<file path="config.mk">
export PLATFORM = sky130hd
export DESIGN_NAME = alu_arbiter
export DESIGN_NICKNAME = d
export VERILOG_FILES = /design/src/rtl/alu_arbiter_pkg.sv /design/src/rtl/alu_arbiter_alu.sv /design/src/rtl/alu_arbiter.sv
export SDC_FILE = /design/constraint.sdc
export NUM_CORES = 1
export LEC_CHECK = 0
export ABC_AREA = 1
export CORE_MARGIN = 1
export CORE_UTILIZATION = 50
export DETAILED_ROUTE_END_ITERATION = 10
export PLACE_DENSITY = 0.76
export SETUP_SLACK_MARGIN = 0.1
export SYNTH_ARGS = -nofsm -noshare
export SYNTH_HDL_FRONTEND = slang
export SYNTH_SLANG_ARGS = --single-unit
</file>
<file path="constraint.sdc">
create_clock -name clk -period 6 [get_ports clk]
set_input_delay 0.9 -clock clk [delete_from_list [all_inputs] [get_ports clk]]
set_output_delay 0.9 -clock clk [all_outputs]
set_load 0.02 [all_outputs]
</file>
<file path="src/rtl/alu_arbiter_pkg.sv">
// alu_arbiter_pkg: shared ALU opcode encodings, illegal-opcode bound and slot state type
package alu_arbiter_pkg;

    typedef enum logic [3:0] {
        OP_ADD  = 4'd0,
        OP_SUB  = 4'd1,
        OP_SLL  = 4'd2,
        OP_SLT  = 4'd3,
        OP_SLTU = 4'd4,
        OP_XOR  = 4'd5,
        OP_SRL  = 4'd6,
        OP_SRA  = 4'd7,
        OP_OR   = 4'd8,
        OP_AND  = 4'd9
    } op_t;

    localparam logic [3:0] OP_MAX = 4'd9;

    typedef enum logic {EMPTY, FULL} slot_t;

    function automatic logic op_illegal(input logic [3:0] op);
        return op > OP_MAX;
    endfunction

endpackage

</file>
<file path="src/rtl/alu_arbiter_alu.sv">
// alu_arbiter_alu: combinational ALU with zero and illegal-opcode flags
module alu_arbiter_alu
    import alu_arbiter_pkg::*;
#(
    parameter int DWIDTH = 32
) (
    input  logic [3:0]        op,
    input  logic [DWIDTH-1:0] a,
    input  logic [DWIDTH-1:0] b,
    output logic [DWIDTH-1:0] result,
    output logic              zero,
    output logic              illegal
);

    // Opcode decode; illegal opcodes fall to the default and yield zero data
    always_comb begin
        result  = '0;
        illegal = op_illegal(op);
        case (op)
            OP_ADD:  result = a + b;
            OP_SUB:  result = a - b;
            OP_SLL:  result = a << b;
            OP_SLT:  result = {{(DWIDTH-1){1'b0}}, $signed(a) < $signed(b)};
            OP_SLTU: result = {{(DWIDTH-1){1'b0}}, a < b};
            OP_XOR:  result = a ^ b;
            OP_SRL:  result = a >> b;
            OP_SRA:  result = $unsigned($signed(a) >>> b);
            OP_OR:   result = a | b;
            OP_AND:  result = a & b;
            default: result = '0;
        endcase
        zero = result == '0;
    end

endmodule

</file>
<file path="src/rtl/alu_arbiter.sv">
// alu_arbiter: round-robin sharing of one ALU between two requesters with registered response slots
module alu_arbiter
    import alu_arbiter_pkg::*;
#(
    parameter int DWIDTH = 32
) (
    input  logic              clk,
    input  logic              rst_n,
    input  logic              req0_valid,
    output logic              req0_ready,
    input  logic [DWIDTH-1:0] req0_a,
    input  logic [DWIDTH-1:0] req0_b,
    input  logic [3:0]        req0_op,
    output logic              rsp0_valid,
    input  logic              rsp0_ready,
    output logic [DWIDTH-1:0] rsp0_data,
    output logic              rsp0_zero,
    output logic              rsp0_illegal,
    input  logic              req1_valid,
    output logic              req1_ready,
    input  logic [DWIDTH-1:0] req1_a,
    input  logic [DWIDTH-1:0] req1_b,
    input  logic [3:0]        req1_op,
    output logic              rsp1_valid,
    input  logic              rsp1_ready,
    output logic [DWIDTH-1:0] rsp1_data,
    output logic              rsp1_zero,
    output logic              rsp1_illegal
);

    slot_t [1:0]       state;
    slot_t [1:0]       state_next;
    logic  [1:0]       full;
    logic  [1:0]       elig;
    logic  [1:0]       gnt;
    logic              prio;
    logic [DWIDTH-1:0] alu_a;
    logic [DWIDTH-1:0] alu_b;
    logic [3:0]        alu_op;
    logic [DWIDTH-1:0] alu_result;
    logic              alu_zero;
    logic              alu_illegal;

    // Eligibility needs a free slot; prio breaks ties, reset forces no grant
    always_comb begin
        elig[0] = rst_n & req0_valid & (~full[0] | rsp0_ready);
        elig[1] = rst_n & req1_valid & (~full[1] | rsp1_ready);
        gnt[0]  = elig[0] & (~elig[1] | ~prio);
        gnt[1]  = elig[1] & (~elig[0] | prio);
        alu_a   = gnt[1] ? req1_a  : gnt[0] ? req0_a  : '0;
        alu_b   = gnt[1] ? req1_b  : gnt[0] ? req0_b  : '0;
        alu_op  = gnt[1] ? req1_op : gnt[0] ? req0_op : 4'(OP_ADD);
    end

    assign req0_ready = gnt[0];
    assign req1_ready = gnt[1];
    assign rsp0_valid = full[0];
    assign rsp1_valid = full[1];

    alu_arbiter_alu #(.DWIDTH(DWIDTH)) u_alu (
        .op      (alu_op),
        .a       (alu_a),
        .b       (alu_b),
        .result  (alu_result),
        .zero    (alu_zero),
        .illegal (alu_illegal)
    );

    // Slot FSMs: a handshake (re)loads the slot, a consume without reload empties it
    always_comb begin
        state_next = state;
        full       = '0;
        for (int i = 0; i < 2; i++) begin
            full[i]       = state[i] == FULL;
            state_next[i] = gnt[i] ? FULL :
                            (state[i] == FULL && (i == 0 ? rsp0_ready : rsp1_ready)) ? EMPTY : state[i];
        end
    end

    // Slot state register
    always_ff @(posedge clk or negedge rst_n) begin
        if (!rst_n) state <= {EMPTY, EMPTY};
        else        state <= state_next;
    end

    // Round-robin pointer moves to the requester that lost this grant
    always_ff @(posedge clk or negedge rst_n) begin
        if (!rst_n)    prio <= 1'b0;
        else if (|gnt) prio <= gnt[0];
    end

    // Response payload registers capture the ALU on their requester's handshake
    always_ff @(posedge clk or negedge rst_n) begin
        if (!rst_n) begin
            {rsp0_data, rsp0_zero, rsp0_illegal} <= '0;
            {rsp1_data, rsp1_zero, rsp1_illegal} <= '0;
        end else begin
            if (gnt[0]) {rsp0_data, rsp0_zero, rsp0_illegal} <= {alu_result, alu_zero, alu_illegal};
            if (gnt[1]) {rsp1_data, rsp1_zero, rsp1_illegal} <= {alu_result, alu_zero, alu_illegal};
        end
    end

endmodule

</file>
==> metrics.csv, run 1 <==
stage,metric,value,unit
synth,synth_top_area_share,27.2,%
min_path,hold_path_depth,2,
run_status,outcome,finished clean,
power,vdd_drop_max,182,uV
power,p_switching,1.86,mW
critical_path,r2r-start,rsp0_valid,
clock_network,numCtsBuffers,9,
synth,ys_seq_area_share,13.0,%
global_route,track_usage,44.3,%
sta,hold_viol,0,
critical_path,cp-start-kind,input port,
synth,synth_top_area_cell,nand2_1,
clock_network,ctsResizeCount,0,
synth,avgSynthCellArea,5.31,um2
placement,numPortBuffers,213,
synth,synth.distinct_cells,52,
placement,place_hpwl,51.2,mm
final_layout,nets,2989,
sta,fmax,0.176,GHz
power,p_leak,8.71,nW
routing,drt_wl_total,63.4,mm
sta,slew_headroom,39.2,%
critical_path,worst_r2r_endpoint,rsp1_zero,
power,p_sw_share,51.5,%
final_layout,multi_input_area,10300,um2
synth,ys.warnings.count,0,
die,io_pins,214,
routing,vias,18500,
critical_path,cpMostUsedCell,nand2_1,
clock_network,clock_path_buffers,2,
final_layout,post-route-util,61.6,%
clock_network,clk_latency,330,ps
sta,fin_skew,5.71,ps
synth,synth_cells,2581,
routing,wl_per_cell,20.5,um
synth,syn-num-nets,2821,
global_route,grt_pass1_vias,17100,
power,clockPowerShare,13.7,%
critical_path,crit_type,in -> reg,
die,core,27000,um2
clock_network,clock_sinks,71,
min_path,min_from,rsp0_data[3],
routing,ant_nets,0,
final_layout,drive_gt1_share,5.20,%
sta,finalCritPeriodShare,94.8,%
final_layout,insertedDiodeCount,0,
critical_path,r2r_slack,940,ps
sta,tightest_slew,909,ps
min_path,worst_hold_path.endpoint,rsp0_data[3],
critical_path,cp_max_fo,15,
synth,ys_seq_elements,71,
global_route,gr-total-overflow,0,
final_layout,fillers,2793,
synth,yosys-top-cells-area,"nand2_1 27%, dfrtp_1 13%, nand3_1 10%",
placement,routabilityCongestion,1.12,
critical_path,crit_arrival,5960,ps
sta,setup_viol,0,
die,fp.dieW,168,um
global_route,grt_max_degree,92,
critical_path,end_kind,flip-flop,
clock_network,clock-root-buffer,clkbuf_16,
clock_network,cts_tree,built,
placement,place_ws,-74.7,ps
die,initial_core_util,50.9,%
die,die_area,28100,um2
die,row_count,60,
power,power.density,218,nW/um2
power,share_comb_of_total_power,67.2,%
synth,synthArstFlopShare,100,%
synth,synth_edf_count,0,
critical_path,cp_slowest_cell,clkdlybuf4s50_1,
clock_network,clk_pin_slew,60,ps
final_layout,seq_area,1780,um2
routing,drtIter0Drc,2497,
critical_path,max_stage_delay,450,ps
final_layout,area_growth,21.1,%
routing,drt_first_pass_iters,8,
clock_network,cts_hold_buf,0,
power,internal_power,1.75,mW
synth,netlist_area,13700,um2
power,seq_power_share,19.1,%
sta,fin_crit,5690,ps
clock_network,postCtsSetupRepairBufs,0,
global_route,grt_pass1_wl,96.4,mm
sta,layout_setup_ws,313,ps
flow_run,drv_cap,0,
critical_path,reg2regPathDepth,30,
sta,maxSlewViolCount,0,
min_path,hold_path_class,reg -> reg,
routing,drc,0,
sta,fin_setup_tns,0,ps
sta,rsz0062_at_grt,false,
clock_network,htree_levels,3,
routing,vias_per_cell,5.99,
die,die_y,168,um
global_route,antenna_found_initial,2,
critical_path,cp.required,6270,ps
synth,synth_ff_type,dfrtp_1,
cell type report:
cell class / instances / share of cell area, %
clock buffers: 11 / 1.52
clock inverters: 3 / 0.121
inverters: 282 / 6.39
multi-input cells: 2098 / 62.2
flip-flops and latches: 71 / 10.7
well taps: 341 / 2.57
repair buffers: 287 / 16.5
how the worst max path moves through the flow:
stage	from	to	slack, ps	depth (start not counted)
2_1_floorplan	rsp1_ready	rsp1_zero	1040	37
4_1_cts	rsp0_ready	rsp1_zero	260	36
5_1_grt	req0_valid	rsp1_zero	110	36
6_report	req1_valid	rsp1_zero	310	31
3_5_place_dp	rsp0_ready	rsp1_zero	-70	36
3_3_place_gp	rsp0_ready	rsp1_zero	60	36
through the flow:
step	hold WS (ps)	area, um2	instances	total power [mW]
final	480	16600	3093	3.61
after global routing	490	16600	3093	3.82
after detailed placement	469	16300	3079	3.03
after CTS	480	16600	3093	3.53
after floorplan	591	13700	2581	2.06
after global placement	466	16300	3079	3.01
worst max-delay path, delay by kind of cell:
kind / cells / cell delay, ps
AO/OA/AOI/OAI: 5 / 900
adder cells (fa/ha/maj): 1 / 350
buffers and inverters: 7 / 1600
AND/OR/NAND/NOR: 18 / 2200
cell usage after synthesis (all sizes together), types with 6 or more instances:
| master | instances |
|---|---|
| o22ai | 24 |
| o21ai | 143 |
| o2111ai | 6 |
| ha | 96 |
| o21a | 35 |
| inv | 278 |
| a31oi | 23 |
| buf | 78 |
| a21oi | 125 |
| nor3 | 23 |
| nand2 | 998 |
| o221ai | 9 |
| dfrtp | 71 |
| clkbuf | 52 |
| a211oi | 9 |
| o211ai | 13 |
| nor2 | 229 |
| nand3 | 286 |
| a221oi | 8 |
| nand4 | 27 |
cell families (layout without fill, tap and decap cells):
kind of cell	Yosys count	after routing	share of synthesized area [%]
buffers and inverters	412	583	12.2
adder cells (fa/ha/maj)	98	98	9.05
AND/OR/NAND/NOR	1582	1582	47.6
XOR/XNOR	5	5	0.319
flip-flops	71	71	13.0
AO/OA/AOI/OAI	413	413	17.9
state kept, by name, indices dropped and copies added, names as in the netlist:
| name | count |
|---|---|
| rsp1_data | 32 |
| rsp0_zero | 1 |
| rsp1_zero | 1 |
| prio | 1 |
| rsp1_illegal | 1 |
| rsp0_valid | 1 |
| rsp0_illegal | 1 |
| rsp1_valid | 1 |
| rsp0_data | 32 |
routing by layer:
layer  part of all wire, %  wire [um]  up-vias  GRT usage [%]
met2                    43      27000     1294           68.9
li1                      -          -     8682              -
met5                 0.043         27        -              0
met3                    12       7710      220           10.4
met4                   6.2       3950        4           24.5
met1                    39      24700     8317           56.4
cell usage in the layout, fill, tap and decap left out, drive strengths merged, types with 13 or more instances in the layout:
cell / instances
nand2: 998
nand3: 286
inv: 278
nor2: 229
clkdlybuf4s50: 212
o21ai: 143
a21oi: 125
ha: 96
buf: 75
dfrtp: 71
o21a: 35
nand4: 27
o22ai: 24
a31oi: 23
nor3: 23
o211ai: 13
power by group through the flow:
stage / Combinational, mW / Sequential, mW / Clock (mW)
6_report: 2.43 / 0.689 / 0.495
5_1_grt: 2.60 / 0.702 / 0.517
4_1_cts: 2.35 / 0.688 / 0.494
3_5_place_dp: 2.34 / 0.694 / 0
2_1_floorplan: 1.21 / 0.842 / 0
3_3_place_gp: 2.32 / 0.691 / 0
(Power assumes the default switching activity.)
==> inputs of run 2 (changes only) <==
--- a/config.mk
+++ b/config.mk
@@ -10,7 +10,8 @@
 export CORE_UTILIZATION = 50
 export DETAILED_ROUTE_END_ITERATION = 10
 export PLACE_DENSITY = 0.76
-export SETUP_SLACK_MARGIN = 0.1
+export SETUP_SLACK_MARGIN = 0.5
+export SKIP_CTS_REPAIR_TIMING = 1
 export SYNTH_ARGS = -nofsm -noshare
 export SYNTH_HDL_FRONTEND = slang
 export SYNTH_SLANG_ARGS = --single-unit
==> metrics.csv, run 2 (same netlist as run 1, synthesis figures left out) <==
stage,metric,value,unit,change
critical_path,path_buf_inv,6,,was 7
final_layout,fin_cells,3103,,was 3093
sta,setup_viol,0,,unchanged
power,finalPower,3.66,mW,was 3.61 mW
sta,tightest_slew,907,ps,was 909 ps
global_route,grt_pass1_vias,17100,,unchanged
final_layout,final_area,16900,um2,was 16600 um2
die,die_area,28100,um2,unchanged
power,vdd_drop_max,183,uV,was 182 uV
global_route,grt_pass1_wl,96.4,mm,unchanged
sta,maxSlewViolCount,0,,unchanged
min_path,hold_path_depth,2,,unchanged
critical_path,cp_slowest_cell,ha_2,,was clkdlybuf4s50_1
global_route,busiest_layer,met2,,unchanged
critical_path,r2r_slack,1320,ps,was 940 ps
die,initial_core_util,50.9,%,unchanged
min_path,worst_hold_path.endpoint,rsp0_data[31],,was rsp0_data[3]
global_route,track_usage,44.3,%,unchanged
clock_network,clk_latency,330,ps,about the same
final_layout,post-route-util,62.5,%,was 61.6%
sta,fin_skew,6.29,ps,was 5.71 ps
clock_network,cts_tree,built,,unchanged
placement,place_ws,-74.7,ps,unchanged
routing,drt_wl_total,63.8,mm,was 63.4 mm
clock_network,clock-root-buffer,clkbuf_16,,unchanged
routing,ant_nets,0,,unchanged
sta,hold_viol,0,,unchanged
placement,dp_cells,3079,,unchanged
flow_run,drv_cap,0,,unchanged
sta,whs,480,ps,about the same
final_layout,insertedDiodeCount,0,,unchanged
sta,finalCritPeriodShare,88.3,%,was 94.8%
critical_path,crit_type,in -> reg,,unchanged
critical_path,max_stage_delay,450,ps,about the same
placement,numPortBuffers,213,,unchanged
critical_path,crit_arrival,5570,ps,was 5960 ps
min_path,min_from,rsp0_data[31],,was rsp0_data[3]
die,row_count,60,,unchanged
final_layout,area_growth,22.9,%,was 21.1%
die,die_y,168,um,unchanged
placement,place_area,16300,um2,unchanged
placement,routabilityCongestion,1.12,,unchanged
final_layout,final_common_cell,nand2_1,,unchanged
critical_path,cpMostUsedCell,nand2_1,,unchanged
clock_network,numCtsBuffers,9,,unchanged
power,power.density,217,nW/um2,was 218 nW/um2
critical_path,cp-start-kind,input port,,unchanged
routing,vias,18600,,was 18500
clock_network,clock_path_buffers,2,,unchanged
die,io_pins,214,,unchanged
sta,fmax,0.189,GHz,was 0.176 GHz
routing,vias_per_cell,5.99,,about the same
power,p_leak,8.79,nW,was 8.71 nW
final_layout,drive_gt1_share,6.92,%,was 5.20%
die,core,27000,um2,unchanged
clock_network,clock_sinks,71,,unchanged
sta,fin_crit,5300,ps,was 5690 ps
global_route,antenna_found_initial,2,,unchanged
sta,layout_setup_ws,701,ps,was 313 ps
critical_path,reg2regPathDepth,30,,unchanged
clock_network,htree_levels,3,,unchanged
critical_path,worst_r2r_endpoint,rsp1_zero,,unchanged
min_path,hold_path_class,reg -> reg,,unchanged
final_layout,layout_common_cells,"987 x nand2_1, 283 x nand3_1, 259 x inv_1, 212 x clkdlybuf4s50_1, 211 x nor2_1",,"was 992 x nand2_1, 283 x nand3_1, 263 x inv_1, 218 x nor2_1, 212 x clkdlybuf4s50_1"
placement,place_hpwl,51.2,mm,unchanged
final_layout,nets,2999,,was 2989
routing,drt_first_pass_iters,6,,was 8
clock_network,clk_pin_slew,60,ps,about the same
final_layout,fillers,2768,,was 2793
global_route,gr-total-overflow,0,,unchanged
global_route,met2_usage,68.9,%,unchanged
critical_path,cp_top_family,simple AND/OR/NAND/NOR gates,,unchanged
critical_path,r2r-start,rsp1_valid,,was rsp0_valid
sta,slew_headroom,39.3,%,was 39.2%
sta,fin_setup_tns,0,ps,unchanged
global_route,grt.met3_usage,10.4,%,unchanged
routing,drtIter0Drc,2381,,was 2497
critical_path,end_kind,flip-flop,,unchanged
global_route,grt_max_degree,92,,unchanged
die,fp.dieW,168,um,unchanged
critical_path,cp_max_fo,12,,was 15
critical_path,cp.required,6270,ps,about the same
run_status,outcome,finished clean,,unchanged
global_route,use_met1,56.4,%,unchanged
routing,drc,0,,unchanged
sta,rsz0062_at_grt,false,,unchanged
routing,wl_per_cell,20.6,um,was 20.5 um
## run 2: changes by cell type in the layout (fill, tap and decap cells not counted), sizes merged
| cell | before | now |
|---|---|---|
| clkinvlp | 2 | 3 |
| buf | 75 | 84 |
## run 2: worst max path at each step
| stage | start | to | slack, ps | cells past startpoint |
|---|---|---|---|---|
| 3_5_place_dp | rsp0_ready | rsp1_zero | -70 | 36 |
| 5_1_grt | rsp1_ready | rsp1_zero | 490 | 34 |
| 4_1_cts | rsp0_ready | rsp1_zero | 260 | 36 |
| 6_report | rsp1_ready | rsp1_zero | 700 | 32 |
| 2_1_floorplan | rsp1_ready | rsp1_zero | 1040 | 37 |
| 3_3_place_gp | rsp0_ready | rsp1_zero | 60 | 36 |
## run 2: layer usage
layer	share of wire [%]	wire, um	vias up
met5	0.020	13	-
met4	6.4	4100	2
met3	12	7650	228
met2	43	27300	1242
met1	39	24700	8427
li1	-	-	8700
## run 2: worst register-to-register path, delay by kind of cell, from the launching register on
kind / cells / cell delay, ps
flops: 1 / 430
compound gates: 5 / 800
buf+inv: 4 / 640
fa+ha+maj: 1 / 450
simple gates: 20 / 2290
## run 2: final cells by class
cell class              count  area (um2)  area share [%]
repair inverters            1        5.00          0.0297
clock buffers              11         253            1.50
clock inverters             3        20.0           0.119
multi-input cells        2098       10500            62.2
well taps                 341         427            2.53
inverters                 282        1070            6.35
repair buffers            296        2820            16.7
flip-flops and latches     71        1780            10.5
## run 2: power breakdown
part           switching [mW]  internal, mW
Sequential             0.0817         0.608
Clock                   0.198         0.297
Combinational            1.60         0.869
Total                    1.88          1.77
